==> src/rtl/hk628_audio_pkg.sv <==
// Shared types and constants for the hk628 audio output stage.
// Ramp helpers saturate at 0 and RAMP_MAX, so the ramp never wraps.
package hk628_audio_pkg;

    localparam int SAMPLE_W = 16;
    localparam int RAMP_W   = 9;
    localparam int RAMP_MAX = 256;

    localparam logic [RAMP_W:0]   RAMP_MAX_W = 10'd256;
    localparam logic [RAMP_W-1:0] RAMP_MAX_R = 9'd256;

    typedef enum logic [1:0] {
        MUTED     = 2'd0,
        RAMP_UP   = 2'd1,
        ACTIVE    = 2'd2,
        RAMP_DOWN = 2'd3
    } ramp_state_t;

    // 10-bit intermediate: worst case is 256 + 256.
    function automatic logic [RAMP_W-1:0] ramp_add(input logic [RAMP_W-1:0] r,
                                                   input logic [RAMP_W:0]   step);
        logic [RAMP_W:0] sum;
        sum = {1'b0, r} + step;
        if (sum >= RAMP_MAX_W) begin
            sum = RAMP_MAX_W;
        end
        return sum[RAMP_W-1:0];
    endfunction

    function automatic logic [RAMP_W-1:0] ramp_sub(input logic [RAMP_W-1:0] r,
                                                   input logic [RAMP_W:0]   step);
        logic [RAMP_W:0] diff;
        if ({1'b0, r} <= step) begin
            diff = '0;
        end else begin
            diff = {1'b0, r} - step;
        end
        return diff[RAMP_W-1:0];
    endfunction

endpackage

==> src/rtl/hk628_rate_strobe.sv <==
// Fractional-rate strobe: phase accumulator that pulses ce SAMPLE_HZ times
// per CLK_HZ cycles on average, with no long-term drift.
module hk628_rate_strobe #(
    parameter int unsigned CLK_HZ    = 50_000_000,
    parameter int unsigned SAMPLE_HZ = 48_000
) (
    input  logic clk,
    input  logic reset_n,
    output logic ce
);

    localparam logic [32:0] CLK_W  = 33'(CLK_HZ);
    localparam logic [32:0] STEP_W = 33'(SAMPLE_HZ);

    logic [31:0] acc_q;
    logic [31:0] acc_d;
    logic [32:0] acc_sum;
    logic [32:0] acc_wrap;

    // One extra bit so acc + SAMPLE_HZ cannot overflow before the compare.
    assign acc_sum  = {1'b0, acc_q} + STEP_W;
    assign acc_wrap = acc_sum - CLK_W;
    assign ce       = (acc_sum >= CLK_W);
    assign acc_d    = ce ? acc_wrap[31:0] : acc_sum[31:0];

    always_ff @(posedge clk or negedge reset_n) begin
        if (!reset_n) begin
            acc_q <= '0;
        end else begin
            acc_q <= acc_d;
        end
    end

endmodule

==> src/rtl/hk628_audio_out.sv <==
// 48 kHz sample-and-hold audio stage: volume scaling and click-free soft mute.
// Pipeline: ce edge captures pcm/vol and steps the ramp, +1 scales, +2 drives.
//
//   state     | meaning
//   MUTED     | ramp held at 0, muted=1
//   RAMP_UP   | ramp climbing by RAMP_STEP per strobe
//   ACTIVE    | ramp held at 256 (unity)
//   RAMP_DOWN | ramp falling by RAMP_STEP per strobe
module hk628_audio_out #(
    parameter int unsigned CLK_HZ    = 50_000_000,
    parameter int unsigned SAMPLE_HZ = 48_000,
    parameter int unsigned RAMP_STEP = 4
) (
    input  logic        clk,
    input  logic        reset_n,
    input  logic [15:0] pcm_in,
    input  logic [2:0]  vol,
    input  logic        mute,
    output logic [15:0] audio_out,
    output logic        sample_valid,
    output logic        muted
);

    import hk628_audio_pkg::*;

    localparam logic [RAMP_W:0] STEP_W = RAMP_STEP[RAMP_W:0];

    logic ce;

    hk628_rate_strobe #(
        .CLK_HZ   (CLK_HZ),
        .SAMPLE_HZ(SAMPLE_HZ)
    ) u_strobe (
        .clk    (clk),
        .reset_n(reset_n),
        .ce     (ce)
    );

    ramp_state_t       state_q;
    logic [RAMP_W-1:0] ramp_q;
    logic              muted_q;
    logic [RAMP_W-1:0] ramp_inc;
    logic [RAMP_W-1:0] ramp_dec;

    assign ramp_inc = ramp_add(ramp_q, STEP_W);
    assign ramp_dec = ramp_sub(ramp_q, STEP_W);

    always_ff @(posedge clk or negedge reset_n) begin
        if (!reset_n) begin
            state_q <= MUTED;
            ramp_q  <= '0;
            muted_q <= 1'b1;
        end else if (ce) begin
            case (state_q)
                MUTED: begin
                    if (!mute) begin
                        state_q <= RAMP_UP;
                        ramp_q  <= ramp_inc;
                        muted_q <= 1'b0;
                    end else begin
                        ramp_q  <= '0;
                    end
                end
                RAMP_UP: begin
                    if (mute) begin
                        state_q <= RAMP_DOWN;
                        ramp_q  <= ramp_dec;
                    end else begin
                        ramp_q  <= ramp_inc;
                        if (ramp_inc == RAMP_MAX_R) begin
                            state_q <= ACTIVE;
                        end
                    end
                end
                ACTIVE: begin
                    if (mute) begin
                        state_q <= RAMP_DOWN;
                        ramp_q  <= ramp_dec;
                    end else begin
                        ramp_q  <= RAMP_MAX_R;
                    end
                end
                RAMP_DOWN: begin
                    if (!mute) begin
                        state_q <= RAMP_UP;
                        ramp_q  <= ramp_inc;
                    end else begin
                        ramp_q  <= ramp_dec;
                        if (ramp_dec == '0) begin
                            state_q <= MUTED;
                            muted_q <= 1'b1;
                        end
                    end
                end
                default: begin
                    state_q <= MUTED;
                    ramp_q  <= '0;
                    muted_q <= 1'b1;
                end
            endcase
        end
    end

    logic signed [SAMPLE_W-1:0] s0_q;
    logic [3:0]                 g0_q;
    logic                       v0_q;
    logic signed [SAMPLE_W-1:0] p1_q;
    logic signed [SAMPLE_W-1:0] p1_d;
    logic [RAMP_W-1:0]          r1_q;
    logic                       v1_q;
    logic signed [SAMPLE_W-1:0] audio_q;
    logic signed [SAMPLE_W-1:0] audio_d;
    logic                       sample_valid_q;

    logic signed [20:0] prod1;
    logic signed [25:0] prod2;

    // Gain is at most 8/8 and ramp at most 256/256, so neither product can exceed 16 bits.
    assign prod1   = s0_q * $signed({1'b0, g0_q});
    assign p1_d    = 16'(prod1 >>> 3);
    assign prod2   = p1_q * $signed({1'b0, r1_q});
    assign audio_d = 16'(prod2 >>> 8);

    always_ff @(posedge clk or negedge reset_n) begin
        if (!reset_n) begin
            s0_q           <= '0;
            g0_q           <= '0;
            v0_q           <= 1'b0;
            p1_q           <= '0;
            r1_q           <= '0;
            v1_q           <= 1'b0;
            audio_q        <= '0;
            sample_valid_q <= 1'b0;
        end else begin
            v0_q           <= ce;
            v1_q           <= v0_q;
            sample_valid_q <= v1_q;
            if (ce) begin
                s0_q <= pcm_in;
                g0_q <= {1'b0, vol} + 4'd1;
            end
            if (v0_q) begin
                p1_q <= p1_d;
                r1_q <= ramp_q;
            end
            if (v1_q) begin
                audio_q <= audio_d;
            end
        end
    end

    assign audio_out    = audio_q;
    assign sample_valid = sample_valid_q;
    assign muted        = muted_q;

endmodule
==> config.mk <==
export PLATFORM = sky130hd
export DESIGN_NAME = hk628_audio_out
export DESIGN_NICKNAME = d
export VERILOG_FILES = /design/src/rtl/hk628_audio_pkg.sv /design/src/rtl/hk628_rate_strobe.sv /design/src/rtl/hk628_audio_out.sv
export SDC_FILE = /design/constraint.sdc
export NUM_CORES = 1
export LEC_CHECK = 0
export BUFFER_PORTS_ARGS = -buffer_cell sky130_fd_sc_hd__buf_2
export CAP_MARGIN = 20
export CORE_MARGIN = 1
export CORE_UTILIZATION = 65
export DETAILED_ROUTE_END_ITERATION = 6
export PLACE_DENSITY = 0.91
export REMOVE_ABC_BUFFERS = 1
export SKIP_LAST_GASP = 1
export SYNTH_ARGS = -nofsm -noshare
export SYNTH_HDL_FRONTEND = slang
export SYNTH_SLANG_ARGS = --single-unit
==> constraint.sdc <==
create_clock -name clk -period 12.8 [get_ports clk]
set_input_delay 1.28 -clock clk [delete_from_list [all_inputs] [get_ports clk]]
set_output_delay 1.28 -clock clk [all_outputs]
set_load 0.1 [all_outputs]
==> impl.org <==
** Route
- In the final routing, the length of wire on met1 measures approximately 10000 µm.
- The detailed router placed 9264 vias in this run.
- Router iterations before antenna repair :: 6
- In the routed design, unresolved DRC markers number 0.
- After detailed routing, the average wire length per cell comes to 15.5 µm.
- Detailed routing placed a total of 1450 µm of wire on met3.
- Highest metal used :: met4
- Average via count per standard cell :: 5.80
- Initial DRC count :: 693
- Length of routed met2 wiring :: 12400 µm
- Once detail routing completed, the nets flagged for antenna violations numbered 0.
- For this block, the routed nets add up to ~25000 µm of wire.

** Timing
- Setup slack closes at slightly above 6000 ps.
- In the finished design, the share of the clock period the worst path needs comes to 52.5%.
- Sum of negative setup slack :: 0 ps
- Setup repair after global routing left no endpoint under its margin.
- The final count of hold timing violations was 0.
- For the pin with the worst max-slew slack, the measured transition is 720 ps.
- For the finished layout, the period the worst path requires is roughly 6700 ps.
- Based on the critical path, the design can be clocked at up to 149 MHz.
- Max-slew violations :: 0
- Setup violations remaining at the end of the flow were counted as 0.
- Worst-case clock skew :: 12.3 ps
- Measured against its own limit, the worst slew margin works out to 52.0%.

** Global routing
- The total overflow left after global routing is 0.
- Initial antenna violation count :: 0
- Entering global routing, the biggest net connects 61 pins.
- Overall global routing resource usage :: 28.0%
- The number of global-route vias before repair is about 9.7k.
- Wire length of the first global-routing pass :: 44200 µm

** Critical path
- Crit path kind :: reg2reg
- Kind of end point of the critical path :: register
- For the worst setup path, the data required time is 13050 ps.
- For this run, the slowest stage of the critical path takes 670 ps.
- STA classifies the critical path startpoint as a register.
- FF-to-FF Start :: r1_q[3]$_DFFE_PN0P_
- Most prevalent standard cell on the critical path :: sky130_fd_sc_hd__fa_1
- CP top delay family :: adder cells
- Data arrival time at the worst-slack endpoint :: 6970 ps
- For this design, the slowest cell found on the critical path is sky130_fd_sc_hd__dfrtp_1.
- The critical path goes through nand2_1, fa_1, inv_1, fa_1, ha_1, fa_1, inv_1, fa_1, inv_1, ha_1, a2111oi_0, nand2_1, o221a_2, o21ai_0, o22ai_1, a221o_1, a2111oi_0, o31ai_1, xnor2_1, mux2_2.
- The number of buffers and inverters on the critical path is 3.
- Tracing the worst setup path back leads to its startpoint at r1_q[3]$_DFFE_PN0P_.
- Of all nets on the critical path, the largest fanout is 17.

** Logic synthesis
- Unique cell type count in the Yosys netlist :: 74
- Biggest area contributors in the synthesized netlist :: sky130_fd_sc_hd__fa_1 23%, sky130_fd_sc_hd__dfrtp_1 20%, sky130_fd_sc_hd__ha_1 9.6%, sky130_fd_sc_hd__inv_1 6.4%, sky130_fd_sc_hd__and2_1 6.3%
- Mean Syn Cell Area :: 8.98 µm²
- In this run the biggest area consumer among cell types represents 23.4% of the synthesized area.
- Sequential cells were found to cover 20.6% of the synthesized design area.
- The synthesized design contains 101 register bits.
- Post-synth ARST share :: 100%
- Among all cell types in the netlist, the one instantiated most often is sky130_fd_sc_hd__inv_1.
- EDFF count, synth :: 0
- The synthesized netlist occupies a cell area of 12300 µm².
- By count the netlist is led by 210 x sky130_fd_sc_hd__inv_1, 184 x sky130_fd_sc_hd__nand2_1, 144 x sky130_fd_sc_hd__fa_1.
- Number of synthesis warnings :: 0
- Most used flip-flop cell after synthesis :: sky130_fd_sc_hd__dfrtp_1
- Counting every instance in the synthesized netlist gives 1370.
- Leading area contributor after synthesis :: sky130_fd_sc_hd__fa_1

** Pwr
- VDD sags by at most 0.0631 mV.
- Power per cell area :: between 40 and 50 nW/µm²
- For this design the static power due to leakage is 6.66 nW.

** Placement
- Setup slack after placement :: 6230 ps
- The congestion estimate from routability-driven global placement came to 0.907.
- HPWL after detailed placement :: roughly 19000 µm
- Number of buffer cells added on primary ports :: 39

** Min path
- The worst hold path begins at audio_out[4]$_DFFE_PN0P_.
- Hold Crit Class :: reg2reg

** Floorplan
- Die Y-Extent :: 140 µm
- Total Die Area :: between 15000 and 20000 µm²
- After floorplanning, the core was sized to cover 18300 µm².
- Die Wd :: 140 µm
- After floorplanning, the core was divided into 49 placement rows.
- Initial cell density of the core :: 67.3%
- 40 I/O pins were placed.

** Clocking
- Post-cts sizing count :: 0
- The H-tree was split into 3 levels.
- Number of sinks on the clock net :: 101
- Clock-pin slew was measured on the worst setup and hold paths at 80 ps.
- In this run the deepest clock path goes through 2 buffers.
- The later pin in the worst-skew pair is clocked with a latency of 370 ps.
- In this run, CTS created clock tree buffers numbering 9.
- Buffers inserted to repair hold after CTS numbered 0.
- Buffer type at the clock tree root :: sky130_fd_sc_hd__clkbuf_16
- Post-CTS timing repair inserted 0 buffers for setup.
- TritonCTS built the clock tree.

** Cells and area
- Number of nets in the layout :: 1622
- Relative to the synthesized area, the layout overhead comes to 4.72%.
- Count of inserted antenna diode cells :: 0
- Of the cells placed in the final design, the portion with a size suffix greater than 1 is 8.05%.
- The filler cells instantiated in the layout total 1296.

** Outcome
- Run status :: finished clean

** Flow run
- Max-cap violations :: 0
[sequential cells by signal (all words and copies together) (netlist names)]
register        count
g0_q                4
muted               1
state_q             2
r1_q                9
v1_q                1
audio_out          16
u_strobe.acc_q     25
v0_q                1
p1_q               16
s0_q               16
ramp_q              9
sample_valid        1
[logic make-up after synthesis]
group / after synthesis / share of synthesized area (%)
flip-flops: 101 / 20.6
adder cells (fa/ha/maj): 238 / 33.0
AO/OA/AOI/OAI: 157 / 8.93
AND/OR/NAND/NOR: 479 / 19.5
multiplexers: 39 / 3.52
buffers and inverters: 273 / 8.61
XOR/XNOR: 83 / 5.91
[area by class of cell]
type                            count  area [µm²]  share of cell area, %
Multi-Input combinational cell    996        8710                   67.6
Clock inverter                      7        91.3                  0.709
Clock buffer                        9         225                   1.75
Timing Repair Buffer               42         240                   1.87
Tap cell                          229         287                   2.22
Inverter                          212         796                   6.18
Sequential cell                   101        2530                   19.6
[report_power, final]
| part | switching [W] | leakage [nW] | internal, W |
|---|---|---|---|
| registers | 0.000000544 | 1.24 | 0.000319 |
| logic | 0.0000102 | 5.27 | 0.00000462 |
| clock network | 0.000141 | 0.157 | 0.000157 |
[worst reg2reg max path, stage by stage (launching register included)]
cell	delay, ps
sky130_fd_sc_hd__dfrtp_1	670
sky130_fd_sc_hd__nand2_1	160
sky130_fd_sc_hd__fa_1	560
sky130_fd_sc_hd__inv_1	50
sky130_fd_sc_hd__fa_1	450
sky130_fd_sc_hd__ha_1	330
sky130_fd_sc_hd__fa_1	530
sky130_fd_sc_hd__inv_1	50
sky130_fd_sc_hd__fa_1	520
sky130_fd_sc_hd__inv_1	40
sky130_fd_sc_hd__ha_1	200
sky130_fd_sc_hd__a2111oi_0	400
sky130_fd_sc_hd__nand2_1	130
sky130_fd_sc_hd__o221a_2	330
sky130_fd_sc_hd__o21ai_0	340
sky130_fd_sc_hd__o22ai_1	230
sky130_fd_sc_hd__a221o_1	360
sky130_fd_sc_hd__a2111oi_0	650
sky130_fd_sc_hd__o31ai_1	180
sky130_fd_sc_hd__xnor2_1	150
sky130_fd_sc_hd__mux2_2	270
[final timing paths]
kind / end / slack (ps) / cells after the start
worst max-delay path: audio_out[15]$_DFFE_PN0P_ / 6090 / 20
worst min-delay path: audio_out[4]$_DFFE_PN0P_ / 480 / 2
worst max register to register: audio_out[15]$_DFFE_PN0P_ / 6090 / 20
worst min register to register: audio_out[4]$_DFFE_PN0P_ / 480 / 2
max in group asynchronous: r1_q[1]$_DFFE_PN0P_ / 10740 / 2
min in group asynchronous: audio_out[14]$_DFFE_PN0P_ / 920 / 1
[stage by stage]
stage / util (%) / hold WS, ps / power, W / std cells / area [µm²]
2_1_floorplan: - / 460 / 0.000330 / 1309 / 12000
3_3_place_gp: 68.6 / 458 / 0.000341 / 1579 / 12500
3_5_place_dp: 68.6 / 466 / 0.000341 / 1579 / 12500
4_1_cts: 70.3 / 484 / 0.000640 / 1595 / 12900
5_1_grt: 70.5 / 507 / 0.000652 / 1596 / 12900
6_report: 70.5 / 477 / 0.000632 / 1596 / 12900
[layout by cell type, fill, tap and decap left out, types with 20 or more instances in the layout]
cell type / instances
sky130_fd_sc_hd__a21oi_1: 33
sky130_fd_sc_hd__and2_1: 123
sky130_fd_sc_hd__buf_2: 38
sky130_fd_sc_hd__dfrtp_1: 100
sky130_fd_sc_hd__fa_1: 144
sky130_fd_sc_hd__ha_1: 94
sky130_fd_sc_hd__inv_1: 210
sky130_fd_sc_hd__mux2_2: 34
sky130_fd_sc_hd__nand2_1: 184
sky130_fd_sc_hd__nand3_1: 20
sky130_fd_sc_hd__nor2_1: 56
sky130_fd_sc_hd__o21ai_0: 33
sky130_fd_sc_hd__xnor2_1: 61
sky130_fd_sc_hd__xor2_1: 22
[routing by layer]
| layer | vias up | track usage, % |
|---|---|---|
| li1 | 4353 | - |
| met1 | 4556 | 35.4 |
| met2 | 314 | 49.5 |
| met3 | 41 | 4.37 |
| met4 | 0 | 8.39 |
| met5 | - | 0 |
Power figures use the tool's default switching activity.
